===== src/rtl/seq_multiplier.sv =====
// Sequential shift-add multiplier: one partial product per clock, valid/ready on both sides.
// Define MULT_SIGNED_EN to add the sgn port and per-operation two's complement multiplication.
module seq_multiplier #(
    parameter int WIDTH = 8
) (
    input  logic               clk,
    input  logic               rst,
    input  logic               in_valid,
    output logic               in_ready,
    input  logic [WIDTH-1:0]   a,
    input  logic [WIDTH-1:0]   b,
`ifdef MULT_SIGNED_EN
    input  logic               sgn,
`endif
    output logic               out_valid,
    input  logic               out_ready,
    output logic [2*WIDTH-1:0] c,
    output logic               busy
);

    localparam int PW = 2 * WIDTH;
    localparam int CW = $clog2(WIDTH);
    localparam logic [CW-1:0] LAST = CW'(WIDTH - 1);

    typedef enum logic [1:0] {
        IDLE,
        RUN,
        DONE
    } state_t;

    state_t           state_q, state_d;
    logic [WIDTH-1:0] mcand_q, mcand_d;
    logic [WIDTH-1:0] mplier_q, mplier_d;
    logic [PW-1:0]    acc_q, acc_d;
    logic [CW-1:0]    cnt_q, cnt_d;
    logic [PW-1:0]    c_q, c_d;
    logic             outValid_q, outValid_d;

    logic [WIDTH-1:0] opA, opB;
    logic [PW-1:0]    addend, accNext;

`ifdef MULT_SIGNED_EN
    logic neg_q, neg_d, negIn;

    // Magnitudes stay WIDTH-bit unsigned, so the most negative operand maps cleanly.
    assign opA   = (sgn && a[WIDTH-1]) ? -a : a;
    assign opB   = (sgn && b[WIDTH-1]) ? -b : b;
    assign negIn = sgn & (a[WIDTH-1] ^ b[WIDTH-1]);
`else
    assign opA = a;
    assign opB = b;
`endif

    always_comb begin
        state_d  = state_q;
        mcand_d  = mcand_q;
        mplier_d = mplier_q;
        acc_d    = acc_q;
        cnt_d    = cnt_q;
        c_d      = c_q;
`ifdef MULT_SIGNED_EN
        neg_d    = neg_q;
`endif
        addend   = mplier_q[0] ? (PW'(mcand_q) << cnt_q) : '0;
        accNext  = acc_q + addend;

        unique case (state_q)
            IDLE: begin
                if (in_valid) begin
                    mcand_d  = opA;
                    mplier_d = opB;
                    acc_d    = '0;
                    cnt_d    = '0;
`ifdef MULT_SIGNED_EN
                    neg_d    = negIn;
`endif
                    state_d  = RUN;
                end
            end
            RUN: begin
                acc_d    = accNext;
                mplier_d = mplier_q >> 1;
                cnt_d    = cnt_q + CW'(1);
                if (cnt_q == LAST) begin
                    state_d = DONE;
`ifdef MULT_SIGNED_EN
                    c_d     = neg_q ? -accNext : accNext;
`else
                    c_d     = accNext;
`endif
                end
            end
            DONE: begin
                if (out_ready) begin
                    state_d = IDLE;
                end
            end
            default: state_d = IDLE;
        endcase

        outValid_d = (state_d == DONE);
    end

    always_ff @(posedge clk or posedge rst) begin
        if (rst) begin
            state_q    <= IDLE;
            mcand_q    <= '0;
            mplier_q   <= '0;
            acc_q      <= '0;
            cnt_q      <= '0;
            c_q        <= '0;
            outValid_q <= 1'b0;
`ifdef MULT_SIGNED_EN
            neg_q      <= 1'b0;
`endif
        end else begin
            state_q    <= state_d;
            mcand_q    <= mcand_d;
            mplier_q   <= mplier_d;
            acc_q      <= acc_d;
            cnt_q      <= cnt_d;
            c_q        <= c_d;
            outValid_q <= outValid_d;
`ifdef MULT_SIGNED_EN
            neg_q      <= neg_d;
`endif
        end
    end

    assign in_ready  = (state_q == IDLE);
    assign busy      = (state_q != IDLE);
    assign out_valid = outValid_q;
    assign c         = c_q;

endmodule

===== config.mk =====
export PLATFORM = sky130hd
export DESIGN_NAME = seq_multiplier
export DESIGN_NICKNAME = d
export VERILOG_FILES = /design/src/rtl/seq_multiplier.sv
export SDC_FILE = /design/constraint.sdc
export NUM_CORES = 1
export LEC_CHECK = 0
export ABC_AREA = 1
export CAP_MARGIN = 20
export CORE_MARGIN = 10
export CORE_UTILIZATION = 40
export CTS_BUF_LIST = sky130_fd_sc_hd__clkbuf_4 sky130_fd_sc_hd__clkbuf_8
export DETAILED_ROUTE_END_ITERATION = 8
export PLACE_DENSITY = 0.56
export SLEW_MARGIN = 20
export SYNTH_ARGS = -nofsm -noshare
export SYNTH_HDL_FRONTEND = slang
export SYNTH_SLANG_ARGS = --single-unit

===== constraint.sdc =====
create_clock -name clk -period 5.73 [get_ports clk]
set_input_delay 1.146 -clock clk [delete_from_list [all_inputs] [get_ports clk]]
set_output_delay 1.146 -clock clk [all_outputs]
set_load 0.005 [all_outputs]

==> results.md, run 1 <==
* TritonCTS buffer count at 5
* Die X at 110 um
* Remaining Overflow, GRT at 0
* Switching Fraction at between 40% and 50%
* CP arrival at 2.91 ns
* GRT Overall Usage at 13.4%
* Fraction of layout cells with a size suffix above 1 at roughly 3.7%
* Clock share of power at 10.1%
* Pre-antenna DRT Iters at 4
* Mapped Avg Cell Area at 7.15 um2
* Worst-Skew Late Latency at 0.31 ns
* Crit path time final at 2.70 ns
* Routability cong. at 0.860
* Ys Warns at 0
* Hold Vio Cnt, Final at 0
* Largest net degree at the start of global routing at 55
* Status: finished clean
* Post-DP Area at 3710 um2
* Commonest cells post-synth: nand2_1 (179), dfrtp_1 (54), inv_1 (52)
* Rows at 32
* H-tree levels at 2
* Setup TNS at 0 ns
* RSZ-0062 raised after global routing: no
* Logic gate share of total power at between 50 and 60%
* Register area share after synthesis at just over 40%
* Post-CTS setup buffer count at 0
* Die height at between 100 and 150 um
* Synth top area share at 41.4%
* Most numerous cell in the Yosys netlist: nand2_1
* Primary FF master, synth: dfrtp_1
* Hold Crit Class: reg2reg
* Core box area at 7850 um2
* Synth async-reset ratio at between 90% and 100%
* Initial antenna violation count at 0
* Sink Count at 54
* Netlist cell types at 26
* Num ports at 39
* Critical Path Fanout Max at 19
* Total wire length at 7790 um
* Clock tree buffer depth at 2
* Hpwl dp at 5790 um
* Vias in the first global route at 2786
* Synth-to-layout area growth at 16.5%
* Setup ws final at 3.03 ns
* Vias post-DR at ~2800
* Worst Tran Pin Value at 0.717 ns
* Final setup fails at 0
* VDD IR max at 0.211 mV
* Fraction of power consumed by sequential logic at a little under a third
* Port bufs at 38
* Final net count at 526
* TritonCTS clock tree: yes
* Critical Path RT at 5.94 ns
* Final Cell Area at around 3800 um2
* Top cells by area, synth: dfrtp_1 (41%), nand2_1 (21%), ha_1 (6.5%), inv_1 (6.0%), nand3_1 (3.4%)
* Post-DRT Antenna Nets at 0
* Setup Skew at 0.00484 ns
* Vias per inst at slightly below 5
* Root Driver: clkbuf_8
* CP Class: reg2reg
* Leakage Power at about 2.0 nW
* Die area at about 12000 um2
* Post-synthesis cell area at 3260 um2
* Clk pin slew, worst setup/hold paths at roughly 0.10 ns
* Antenna diodes at 0
* Cell Pwr Density at approximately 570 nW/um2
* Crit start category: flop
* Post-synth EDFFs at 0
* Total internal power at approximately 1.1 mW
* NetSw at 1.03 mW
* Slew Viols, Final at 0
* Fillers at between 800 and 900
* Cts hold-fix bufs at 0
* Slew margin rel. at 52.1%
* Setup crit end kind: flop
* Remaining DRCs at 0
* Syn_nets at 494
* Post-Place Setup Slack at 2.87 ns
* Cells after synthesis at 456
* Fmax at 0.370 GHz
* WL/cell at 13.2 um
* Cts repair resizes at 0
* Period utilisation layout at 47.2%
* Max Cap Viol at 0
* Initial Util at 41.6%
* First-pass GRT wire length at approximately 13000 um
* Cell taking the most area after synthesis: dfrtp_1
* Seq cells post-synth at 54
* Starting DRC count in detailed routing at 105
## layer usage
layer	vias to the layer above	GRT usage [%]	share of wire (%)
met2	51	21.3	45
li1	1508	-	-
met4	0	2.84	0.74
met5	-	0	0
met1	1283	18.6	50
met3	6	2.61	4.1
## per-stage QoR
stage / utilization, % / instances / hold slack [ns] / power [mW]
floorplan: - / 456 / 0.456 / 1.59
global placement: 47.3 / 583 / 0.462 / 1.94
detailed placement: 47.3 / 583 / 0.468 / 1.96
CTS: 48.4 / 591 / 0.493 / 2.18
global route: 48.4 / 591 / 0.504 / 2.41
finish: 48.4 / 591 / 0.486 / 2.16
## power groups by stage
stage / clock, mW / combinational [mW] / sequential, mW
2_1_floorplan: 0 / 0.945 / 0.646
3_3_place_gp: 0 / 1.26 / 0.679
3_5_place_dp: 0 / 1.28 / 0.681
4_1_cts: 0.229 / 1.28 / 0.676
5_1_grt: 0.245 / 1.46 / 0.700
6_report: 0.218 / 1.26 / 0.677
## worst paths after layout
path	start	to	slack, ns	cells past startpoint
worst min register to register	c[15]	c[15]	0.49	2
worst max register to register	cnt_q[0]	c[15]	3.03	12
min in group asynchronous	rst	mplier_q[6]	1.34	3
worst max-delay path	cnt_q[0]	c[15]	3.03	12
max in group asynchronous	rst	acc_q[14]	3.93	3
worst min-delay path	c[15]	c[15]	0.49	2
## cells in the final DEF, fill, tap and decap left out
| cell | count |
|---|---|
| a21oi_1 | 18 |
| a22o_1 | 1 |
| buf_4 | 2 |
| clkbuf_8 | 5 |
| clkdlybuf4s50_1 | 38 |
| clkinv_2 | 1 |
| clkinv_4 | 1 |
| clkinvlp_4 | 1 |
| dfrtp_1 | 54 |
| fa_1 | 1 |
| ha_1 | 17 |
| inv_1 | 51 |
| inv_2 | 4 |
| mux2i_1 | 1 |
| nand2_1 | 179 |
| nand3_1 | 22 |
| nand3b_1 | 5 |
| nor2_1 | 27 |
| nor2_2 | 1 |
| nor2_4 | 3 |
| nor3_1 | 3 |
| o21ai_0 | 21 |
| o21ai_1 | 15 |
| o221ai_1 | 1 |
| o22ai_1 | 8 |
| o31ai_1 | 2 |
| or2_0 | 1 |
| or2_1 | 1 |
| xor2_1 | 5 |
## worst max-delay path, cell delays in order (launching register included)
cell and delay (ns):
dfrtp_1 0.66, o21ai_0 0.23, o21ai_0 0.37, o22ai_1 0.13, ha_1 0.36, nand2_1 0.14, inv_1 0.06, nand2_1 0.06
nand2_1 0.06, a21oi_1 0.22, nand3_1 0.14, nand3_1 0.11, nand2_1 0.05
## area by class of cell
type | instances | area (um2) | area share [%]
Tap cell | 102 | 128 | 3.36
Multi-Input combinational cell | 332 | 1630 | 42.9
Sequential cell | 54 | 1350 | 35.6
Clock inverter | 3 | 21.3 | 0.560
Clock buffer | 5 | 68.8 | 1.81
Timing Repair Buffer | 40 | 395 | 10.4
Inverter | 55 | 206 | 5.43
## state kept, by name (all words and copies together) (netlist names)
name       count
mplier_q       8
acc_q         16
out_valid      1
c             16
cnt_q          3
mcand_q        8
state_q        2
## kinds of logic after synthesis
logic type | Yosys count | synth area share [%]
buf+inv | 70 | 8.67
compound gates | 66 | 10.8
fa+ha+maj | 18 | 7.13
flops | 54 | 41.4
simple gates | 242 | 30.3
mux | 1 | 0.307
xor+xnor | 5 | 1.34
No activity file was read; power rests on OpenSTA's default activity.
==> run 2: changes to the inputs <==
- PLACE_DENSITY: 0.56 -> 0.59
- clock period: 5.73 -> 2.25 ns (I/O delays scaled with it)
==> results.md, run 2 (same netlist as run 1, synthesis figures left out) <==
* Final setup fails at 6
* Total internal power at 4.02 mW
* VDD IR max at between 0.7 and 0.8 mV
* Antenna diodes at 0
* Post-DRT Antenna Nets at 0
* Critical Path Fanout Max at 8
* Synth-to-layout area growth at 38.5%
* Initial antenna violation count at 0
* Commonest non-fill, non-tap cell in the layout: nand2_1
* Final Cell Area at around 4500 um2
* Hold Vio Cnt, Final at 0
* Logic gate share of total power at 67.0%
* Post-Place Setup Slack at -0.277 ns
* Setup crit end kind: flop
* Die X at 110 um
* Most frequent cells in the layout: nand2_1 (148), dfrtp_1 (53), inv_1 (46)
* FF-to-FF setup slack at -0.03 ns
* Slew margin rel. at 69.9%
* Root Driver: clkbuf_8
* Switching Fraction at a little under half
* Failing checks: negative setup slack
* Clock tree buffer depth at 2
* Worst reg2reg startpoint: cnt_q[0]
* Period utilisation layout at 101%
* Cell Pwr Density at 1640 nW/um2
* CP Class: reg2reg
* Critical Path RT at 2.46 ns
* Fraction of power consumed by sequential logic at 23.7%
* Port bufs at 38
* Worst Tran Pin Value at 0.450 ns
* Fraction of layout cells with a size suffix above 1 at between 20 and 30%
* Total Power at about 7.4 mW
* R2r endpoint: acc_q[10]
* Total wire length at 8810 um
* Status: finished, violations left
* Vias in the first global route at just over 3000
* WL/cell at ~14 um
* Slew Viols, Final at 0
* H-tree levels at 2
* NetSw at 3.40 mW
* Fmax at 0.439 GHz
* Vias post-DR at 3053
* Vias per inst at 4.92
* Max Cap Viol at 0
* Crit path time final at between 2 and 2.5 ns
* Die height at 110 um
* Starting DRC count in detailed routing at 101
* Remaining DRCs at 0
* Num ports at 39
* GRT Overall Usage at 14.3%
* Initial Util at 41.6%
* R2R depth at 13
* First-pass GRT wire length at around 14000 um
* Setup ws final at -0.0270 ns
* Largest net degree at the start of global routing at 55
* Clock share of power at 9.3%
* TritonCTS buffer count at 5
* Hpwl dp at between 6000 and 7000 um
* TritonCTS clock tree: yes
* CP arrival at 2.49 ns
* RSZ-0062 raised after global routing: yes
* Rows at 32
* Worst-Skew Late Latency at roughly 0.32 ns
* Pre-antenna DRT Iters at 5
* Final net count at roughly 560
* Remaining Overflow, GRT at 0
* Routability cong. at 0.867
* Hold Crit Class: in2async
* Crit start category: flop
* Post-DP Area at 3890 um2
* Clk pin slew, worst setup/hold paths at 0.10 ns
* Die area at about 12000 um2
* Leakage Power at roughly 2.2 nW
* Core box area at 7850 um2
* Setup Skew at 0.00702 ns
* Setup TNS at -0.0669 ns
* Sink Count at 54
* Fin util at between 50 and 60%
==> run 2: changes by cell type in the layout (fill, tap and decap cells not counted), moves of 7 or more <==
| cell | delta |
|---|---|
| nand2_2 | +29 |
| o21ai_0 | -12 |
| ha_1 | -8 |
| ha_4 | +7 |
| o21ai_2 | +7 |
| buf_4 | +25 |
| nand2_1 | -31 |
==> run 2: through the flow <==
step | cells | hold slack [ns]
finish | 620 | 0.480
global route | 620 | 0.503
CTS | 619 | 0.490
detailed placement | 604 | 0.465
global placement | 604 | 0.463
floorplan | 456 | 0.456
==> run 2: worst max path at each step <==
stage               slack [ns]  cells after the start        end  startpoint
global route             -0.19                     15      c[13]    cnt_q[0]
global placement         -0.30                     12      c[15]    cnt_q[0]
finish                   -0.03                     13  acc_q[10]    cnt_q[0]
floorplan                 0.07                     15  acc_q[15]    cnt_q[0]
CTS                      -0.02                     16      c[15]    cnt_q[0]
detailed placement       -0.28                     12      c[15]    cnt_q[0]
==> run 2: area by class of cell <==
| class | instances | area, um2 |
|---|---|---|
| tap | 102 | 128 |
| clock inverter | 2 | 37.5 |
| sequential | 54 | 1350 |
| clock buffer | 6 | 76.3 |
| fill | 745 | 3330 |
| multi-input combinational | 332 | 2060 |
| inverter | 55 | 206 |
| timing repair buffer | 69 | 653 |
==> run 2: critical path, stage by stage, from the launching register on <==
cell,delay (ns)
dfrtp_2,0.45
buf_8,0.16
nand2_2,0.07
o21ai_2,0.07
mux2i_1,0.18
nor2_1,0.08
ha_1,0.34
or2_0,0.22
nand3b_1,0.11
nand2_2,0.13
nand2_2,0.10
nand3b_1,0.10
nand3_1,0.12
nand2_1,0.06
==> run 2: routing by layer <==
metal  part of all wire [%]  track usage, %  vias to the layer above
met1                     46            18.2                     1430
li1                       -               -                     1561
met4                    2.0            3.94                        0
met2                     49            24.1                       48
met5                      0               0                        -
met3                    3.5            2.79                       14
==> run 2: what timing repair did <==
action	CTS	global route
gates resized for setup	28	90
pin swaps	17	26
buffers inserted	7	1
hold buffers	0	0
endpoints found under the setup margin	23	26
gates cloned	0	0
==> run 2: power groups by stage <==
stage / clock [mW] / sequential (mW) / combinational, mW
floorplan: 0 / 1.64 / 2.41
global placement: 0 / 1.73 / 3.70
detailed placement: 0 / 1.73 / 3.74
CTS: 0.702 / 1.70 / 4.05
global route: 0.747 / 1.81 / 5.50
finish: 0.689 / 1.76 / 4.97
